--- src/rtl/riscv_div_seq_if.sv ---
// EX-stage <-> divider handshake: request/operands from EX, ready/valid/result back.
interface riscv_div_seq_if #(parameter int XLEN = 32);
  logic            div_en_i;
  logic [1:0]      div_op_i;
  logic [XLEN-1:0] op_a_i;
  logic [XLEN-1:0] op_b_i;
  logic            kill_i;
  logic            ack_i;
  logic            ready_o;
  logic            valid_o;
  logic [XLEN-1:0] result_o;

  modport master (
    output div_en_i, div_op_i, op_a_i, op_b_i, kill_i, ack_i,
    input  ready_o, valid_o, result_o
  );

  modport slave (
    input  div_en_i, div_op_i, op_a_i, op_b_i, kill_i, ack_i,
    output ready_o, valid_o, result_o
  );
endinterface

--- src/rtl/riscv_div_seq.sv ---
// Sequential RV32M DIV/DIVU/REM/REMU: radix-2 restoring division on magnitudes.
// States: IDLE wait | PREP take magnitudes | ITER one bit/cycle | FIX sign | DONE hold
module riscv_div_seq #(
  parameter int XLEN = 32
) (
  input  logic            clk,
  input  logic            rst,
  riscv_div_seq_if.slave  div_if
);

  localparam int CW = $clog2(XLEN) + 1;

  typedef enum logic [2:0] {
    S_IDLE,
    S_PREP,
    S_ITER,
    S_FIX,
    S_DONE
  } state_e;

  state_e          state_q;
  logic            is_rem_q;
  logic            sign_a_q;
  logic            sign_b_q;
  logic [XLEN-1:0] quot_q;
  logic [XLEN-1:0] divisor_q;
  logic [XLEN-1:0] rem_q;
  logic [XLEN-1:0] result_q;
  logic [CW-1:0]   cnt_q;
  logic            ready_q;
  logic            valid_q;

  logic [XLEN:0]   shifted;
  logic [XLEN:0]   trial;
  logic            borrow;
  logic [XLEN-1:0] rem_d;
  logic [XLEN-1:0] quot_d;

  // Shifted remainder may reach XLEN+1 bits; if its top bit is set it always exceeds the divisor.
  always_comb begin
    shifted = {rem_q, quot_q[XLEN-1]};
    trial   = {1'b0, shifted[XLEN-1:0]} - {1'b0, divisor_q};
    borrow  = ~shifted[XLEN] & trial[XLEN];
    rem_d   = borrow ? shifted[XLEN-1:0] : trial[XLEN-1:0];
    quot_d  = {quot_q[XLEN-2:0], ~borrow};
  end

  always_ff @(posedge clk) begin
    if (rst) begin
      state_q   <= S_IDLE;
      is_rem_q  <= 1'b0;
      sign_a_q  <= 1'b0;
      sign_b_q  <= 1'b0;
      quot_q    <= '0;
      divisor_q <= '0;
      rem_q     <= '0;
      result_q  <= '0;
      cnt_q     <= '0;
      ready_q   <= 1'b1;
      valid_q   <= 1'b0;
    end else if (div_if.kill_i && (state_q != S_IDLE)) begin
      state_q <= S_IDLE;
      ready_q <= 1'b1;
      valid_q <= 1'b0;
    end else begin
      case (state_q)
        S_IDLE: begin
          if (div_if.div_en_i && !div_if.kill_i) begin
            is_rem_q  <= div_if.div_op_i[1];
            sign_a_q  <= ~div_if.div_op_i[0] & div_if.op_a_i[XLEN-1];
            sign_b_q  <= ~div_if.div_op_i[0] & div_if.op_b_i[XLEN-1];
            quot_q    <= div_if.op_a_i;
            divisor_q <= div_if.op_b_i;
            ready_q   <= 1'b0;
            if (div_if.op_b_i == '0) begin
              result_q <= div_if.div_op_i[1] ? div_if.op_a_i : '1;
              valid_q  <= 1'b1;
              state_q  <= S_DONE;
            end else begin
              state_q <= S_PREP;
            end
          end
        end
        S_PREP: begin
          if (sign_a_q) quot_q <= -quot_q;
          if (sign_b_q) divisor_q <= -divisor_q;
          rem_q   <= '0;
          cnt_q   <= CW'(XLEN);
          state_q <= S_ITER;
        end
        S_ITER: begin
          rem_q  <= rem_d;
          quot_q <= quot_d;
          cnt_q  <= cnt_q - CW'(1);
          if (cnt_q == CW'(1)) state_q <= S_FIX;
        end
        S_FIX: begin
          if (is_rem_q) result_q <= sign_a_q ? -rem_q : rem_q;
          else          result_q <= (sign_a_q ^ sign_b_q) ? -quot_q : quot_q;
          valid_q <= 1'b1;
          state_q <= S_DONE;
        end
        S_DONE: begin
          if (div_if.ack_i) begin
            valid_q <= 1'b0;
            ready_q <= 1'b1;
            state_q <= S_IDLE;
          end
        end
        default: begin
          state_q <= S_IDLE;
          ready_q <= 1'b1;
          valid_q <= 1'b0;
        end
      endcase
    end
  end

  assign div_if.ready_o  = ready_q;
  assign div_if.valid_o  = valid_q;
  assign div_if.result_o = result_q;

endmodule
--- src/flat_wrapper.sv ---
// flat-port wrapper written by rule: the top's interface ports become plain ports
module riscv_div_seq_flat 
#(
  parameter int XLEN = 32
)
  (clk, rst, div_if_div_en_i, div_if_div_op_i, div_if_op_a_i, div_if_op_b_i, div_if_kill_i, div_if_ack_i, div_if_ready_o, div_if_valid_o, div_if_result_o);
  riscv_div_seq_if #(.XLEN(XLEN)) div_if_i ();
  input  logic clk;
  input  logic rst;
  input wire logic [$bits(div_if_i.div_en_i)-1:0] div_if_div_en_i;
  input wire logic [$bits(div_if_i.div_op_i)-1:0] div_if_div_op_i;
  input wire logic [$bits(div_if_i.op_a_i)-1:0] div_if_op_a_i;
  input wire logic [$bits(div_if_i.op_b_i)-1:0] div_if_op_b_i;
  input wire logic [$bits(div_if_i.kill_i)-1:0] div_if_kill_i;
  input wire logic [$bits(div_if_i.ack_i)-1:0] div_if_ack_i;
  output wire logic [$bits(div_if_i.ready_o)-1:0] div_if_ready_o;
  output wire logic [$bits(div_if_i.valid_o)-1:0] div_if_valid_o;
  output wire logic [$bits(div_if_i.result_o)-1:0] div_if_result_o;
  assign div_if_i.div_en_i = div_if_div_en_i;
  assign div_if_i.div_op_i = div_if_div_op_i;
  assign div_if_i.op_a_i = div_if_op_a_i;
  assign div_if_i.op_b_i = div_if_op_b_i;
  assign div_if_i.kill_i = div_if_kill_i;
  assign div_if_i.ack_i = div_if_ack_i;
  assign div_if_ready_o = div_if_i.ready_o;
  assign div_if_valid_o = div_if_i.valid_o;
  assign div_if_result_o = div_if_i.result_o;
  riscv_div_seq #(.XLEN(XLEN)) u_core (.clk(clk), .rst(rst), .div_if(div_if_i));
endmodule
--- config.mk ---
export PLATFORM = sky130hd
export DESIGN_NAME = riscv_div_seq_flat
export DESIGN_NICKNAME = d
export VERILOG_FILES = /design/src/rtl/riscv_div_seq_if.sv /design/src/rtl/riscv_div_seq.sv /design/src/flat_wrapper.sv
export SDC_FILE = /design/constraint.sdc
export NUM_CORES = 1
export LEC_CHECK = 0
export ABC_AREA = 1
export CELL_PAD_IN_SITES_DETAIL_PLACEMENT = 1
export CELL_PAD_IN_SITES_GLOBAL_PLACEMENT = 1
export CORE_MARGIN = 1
export CORE_UTILIZATION = 41
export DETAILED_ROUTE_END_ITERATION = 8
export HOLD_SLACK_MARGIN = 0.03
export PLACE_DENSITY = 0.84
export SETUP_SLACK_MARGIN = 0.1
export SLEW_MARGIN = 20
export SYNTH_ARGS = -nofsm -noshare
export SYNTH_HDL_FRONTEND = slang
export SYNTH_SLANG_ARGS = --single-unit
--- constraint.sdc ---
create_clock -name clk -period 2.47 [get_ports clk]
set_input_delay 0.247 -clock clk [delete_from_list [all_inputs] [get_ports clk]]
set_output_delay 0.247 -clock clk [all_outputs]
set_load 0.02 [all_outputs]
==> results.yml <==
outcome:
  run_status: "completed"
floorplanning:
  io_pins: 105
  placeableCoreArea_um2: 29700
  initial_core_util_pct: 41.8
  die-area_um2: 31000
  dieWidth_um: 176
  rows: 63
  die_h_um: 176
setup_path:
  r2r_start: "u_core.divisor_q[8]"
  crit_chain: "inv_1 -> ha_1 -> nand2_1 -> nor3_2 -> nand2_2 -> nand2_2 -> nand3_4 -> nand2_8 -> clkbuf_16 -> nand2_1 -> nand3_1 -> a21oi_1"
  arrival_ns: 2.74
  cp-end-kind: "register"
  cpPeakStageDelay_ns: 0.40
  path_delay_family: "simple AND/OR/NAND/NOR gates"
  path_buf_inv: 2
  path_max_fanout: 6
  critical_path_class: "register to register"
  required_ns: 2.80
  startpoint_type: "register"
  worst_path_max_delay_cell: "ha_1"
  crit_start: "u_core.divisor_q[8]"
pwr:
  p_leak_uw: 0.00729
  internal_power_uw: 10700
  p_clk_share_pct: 12.1
  peakVddDrop_mv: 0.619
  total_power_uw: 24900
  pwr-share-seq_pct: 16.0
  switching_power_uw: 14100
  sw_frac_of_total_pct: 56.8
  power.share.combinational_pct: 72.0
  p_per_area_nw_per_um2: 1570
final_layout:
  seqCellArea_um2: 2870
  fin_area_um2: 15800
  num-fill-cells: 4045
  diodes: 0
  multi_input_comb_area_um2: 8650
  area_growth_pct: 27.3
  layout.nets: 2419
  drive_above_1_share_pct: 14.2
min_path:
  hold_path.class: "input pin to register"
  min_from: "rst"
clocking:
  cts_tree: "yes"
  htree_levels: 4
  cts.clk_slew.worst_paths_ns: 0.08
  insertion_delay_ns: 0.47
  hold_buffers: 0
  cts.path.max_buffers: 2
  cts_root_buf: "clkbuf_16"
  cts_sinks: 142
  numCtsBuffers: 17
synth:
  synthTopCellsByCount: "592 x nand2_1, 264 x inv_1, 235 x nor2_1"
  ys_types: 53
  synth-compound-area-share_pct: 17.9
  synth_top_cell_by_area: "dfxtp_1"
  syn-num-nets: 2264
  synth-seq-cells: 142
  synthSimpleGateAreaFrac_pct: 40.8
  muxShareOfSynthArea_pct: 0
  ys_top_cells_by_area: "dfxtp_1 23%, nand2_1 18%, nand3_1 9.3%, inv_1 8.0%, nor2_1 7.1%"
  ys_warn_count: 0
  synth_top_family_by_area: "simple AND/OR/NAND/NOR gates"
  synth_xor_area_share_pct: 2.82
  yosysMostFrequentCell: "nand2_1"
  synth_top_area_share_pct: 22.9
  syn_area_um2: 12400
  synth-adder-area-share_pct: 3.89
  ys_seq_area_share_pct: 22.9
  avgSynthCellArea_um2: 5.76
  synth_ff_type: "dfxtp_1"
  postSynth.asyncResetShare_pct: 0
  synth_edf_count: 0
  synthCells: 2155
route:
  route.antenna.remaining_nets: 0
  firstDrtPassIters: 5
  drc: 0
  wl_per_cell_um: 22.3
  num_vias: 15972
  drt_wl_total_um: 60500
  drtIter0Drc: 1440
  via_per_inst: 5.89
timing:
  grt_setup_unrepaired: "yes"
  period_minus_slack_ns: 2.41
  finalClockSkew_ns: 0.0188
  fin_ws_ns: 0.0553
  max_freq_mhz: 414
  tightest_slew_ns: 0.589
  finalHoldViolations: 0
  setup_tns_ns: 0
  slew_headroom_pct: 60.7
  finalMaxSlewViolations: 0
  fin_crit_sh_pct: 97.8
  finalSetupViolCount: 0
placed_design:
  post_dp_cell_area_um2: 14400
  place_ws_ns: -0.0161
  io_buffers: 104
  globalplace.congestion: 0.989
  dp_hpwl_um: 45200
grt:
  antenna_found_initial: 0
  grt_pass1_vias: 15599
  grt_start_max_net_pins: 79
  grt-ovfl-total: 0
  grt.total_usage_pct: 37.7
  grt_pass1_wl_um: 89300
flow_run:
  maxCapViolCount: 0
## stage by stage
| step | hold WS, ns | utilization [%] | std cells |
|---|---|---|---|
| final | 0.150 | 53.2 | 2713 |
| after global routing | 0.170 | 53.2 | 2713 |
| after CTS | 0.151 | 51.0 | 2699 |
| after detailed placement | 0.452 | 48.4 | 2665 |
| after global placement | 0.449 | 48.4 | 2665 |
| after floorplan | 0.414 | - | 2155 |
## registers in the layout, summed over array words and instances (netlist names)
register and count:
u_core.rem_q 32, u_core.quot_q 32, u_core.divisor_q 32, u_core.cnt_q 6, u_core.div_if.result_o 32, u_core.div_if.valid_o 1, u_core.state_q 3, u_core.div_if.ready_o 1
u_core.is_rem_q 1, u_core.sign_a_q 1, u_core.sign_b_q 1
## layer usage
metal | global-route usage, % | routed length [um] | part of all wire, %
met4 | 22.5 | 3660 | 6.1
met2 | 63.7 | 28800 | 48
met3 | 4.22 | 3470 | 5.7
met1 | 46.1 | 24600 | 41
met5 | 0 | 0 | 0
## layout make-up
class | instances | area share, %
inverter | 281 | 6.71
timing repair buffer | 219 | 13.3
tap | 390 | 3.09
multi-input combinational | 1649 | 54.7
clock inverter | 14 | 1.29
sequential | 142 | 18.1
clock buffer | 18 | 2.78
## power by group through the flow
stage | Clock (uW) | Combinational (uW) | Sequential (uW)
after global routing | 3080 | 19300 | 4040
after CTS | 2990 | 16600 | 3870
after detailed placement | 0 | 16400 | 3900
after floorplan | 0 | 10300 | 3940
final | 3000 | 17900 | 3970
after global placement | 0 | 16000 | 3850
## path summary, 6_finish.rpt
| check | to | slack, ns | depth (start not counted) |
|---|---|---|---|
| max | u_core.rem_q[14] | 0.06 | 12 |
| min | u_core.divisor_q[12] | 0.15 | 2 |
| max reg2reg | u_core.rem_q[14] | 0.06 | 12 |
| min reg2reg | u_core.div_if.result_o[27] | 0.47 | 2 |
## placed cells by master (no fill, tap or decap), drive strengths merged, types with 11 or more instances in the layout
master / count
a21oi: 169
a221oi: 16
buf: 112
clkbuf: 22
clkdlybuf4s50: 103
dfxtp: 142
ha: 37
inv: 284
nand2: 600
nand3: 235
nand4: 38
nor2: 248
nor3: 34
o211ai: 11
o21ai: 130
o22ai: 13
xnor2: 13
xor2: 27
## logic make-up after synthesis
kind of cell	count (synthesis)
buf+inv	364
fa+ha+maj	38
compound gates	391
flops	142
simple gates	1180
xor+xnor	40
## timing repair
item | in CTS | in global routing
gates cloned | 0 | 5
endpoints found under the hold margin | 0 | 0
buffers inserted | 2 | 9
pin swaps | 1 | 28
setup endpoints to repair | 33 | 44
gates resized for setup | 15 | 129
Note: power is estimated with default switching activity, not from simulation.
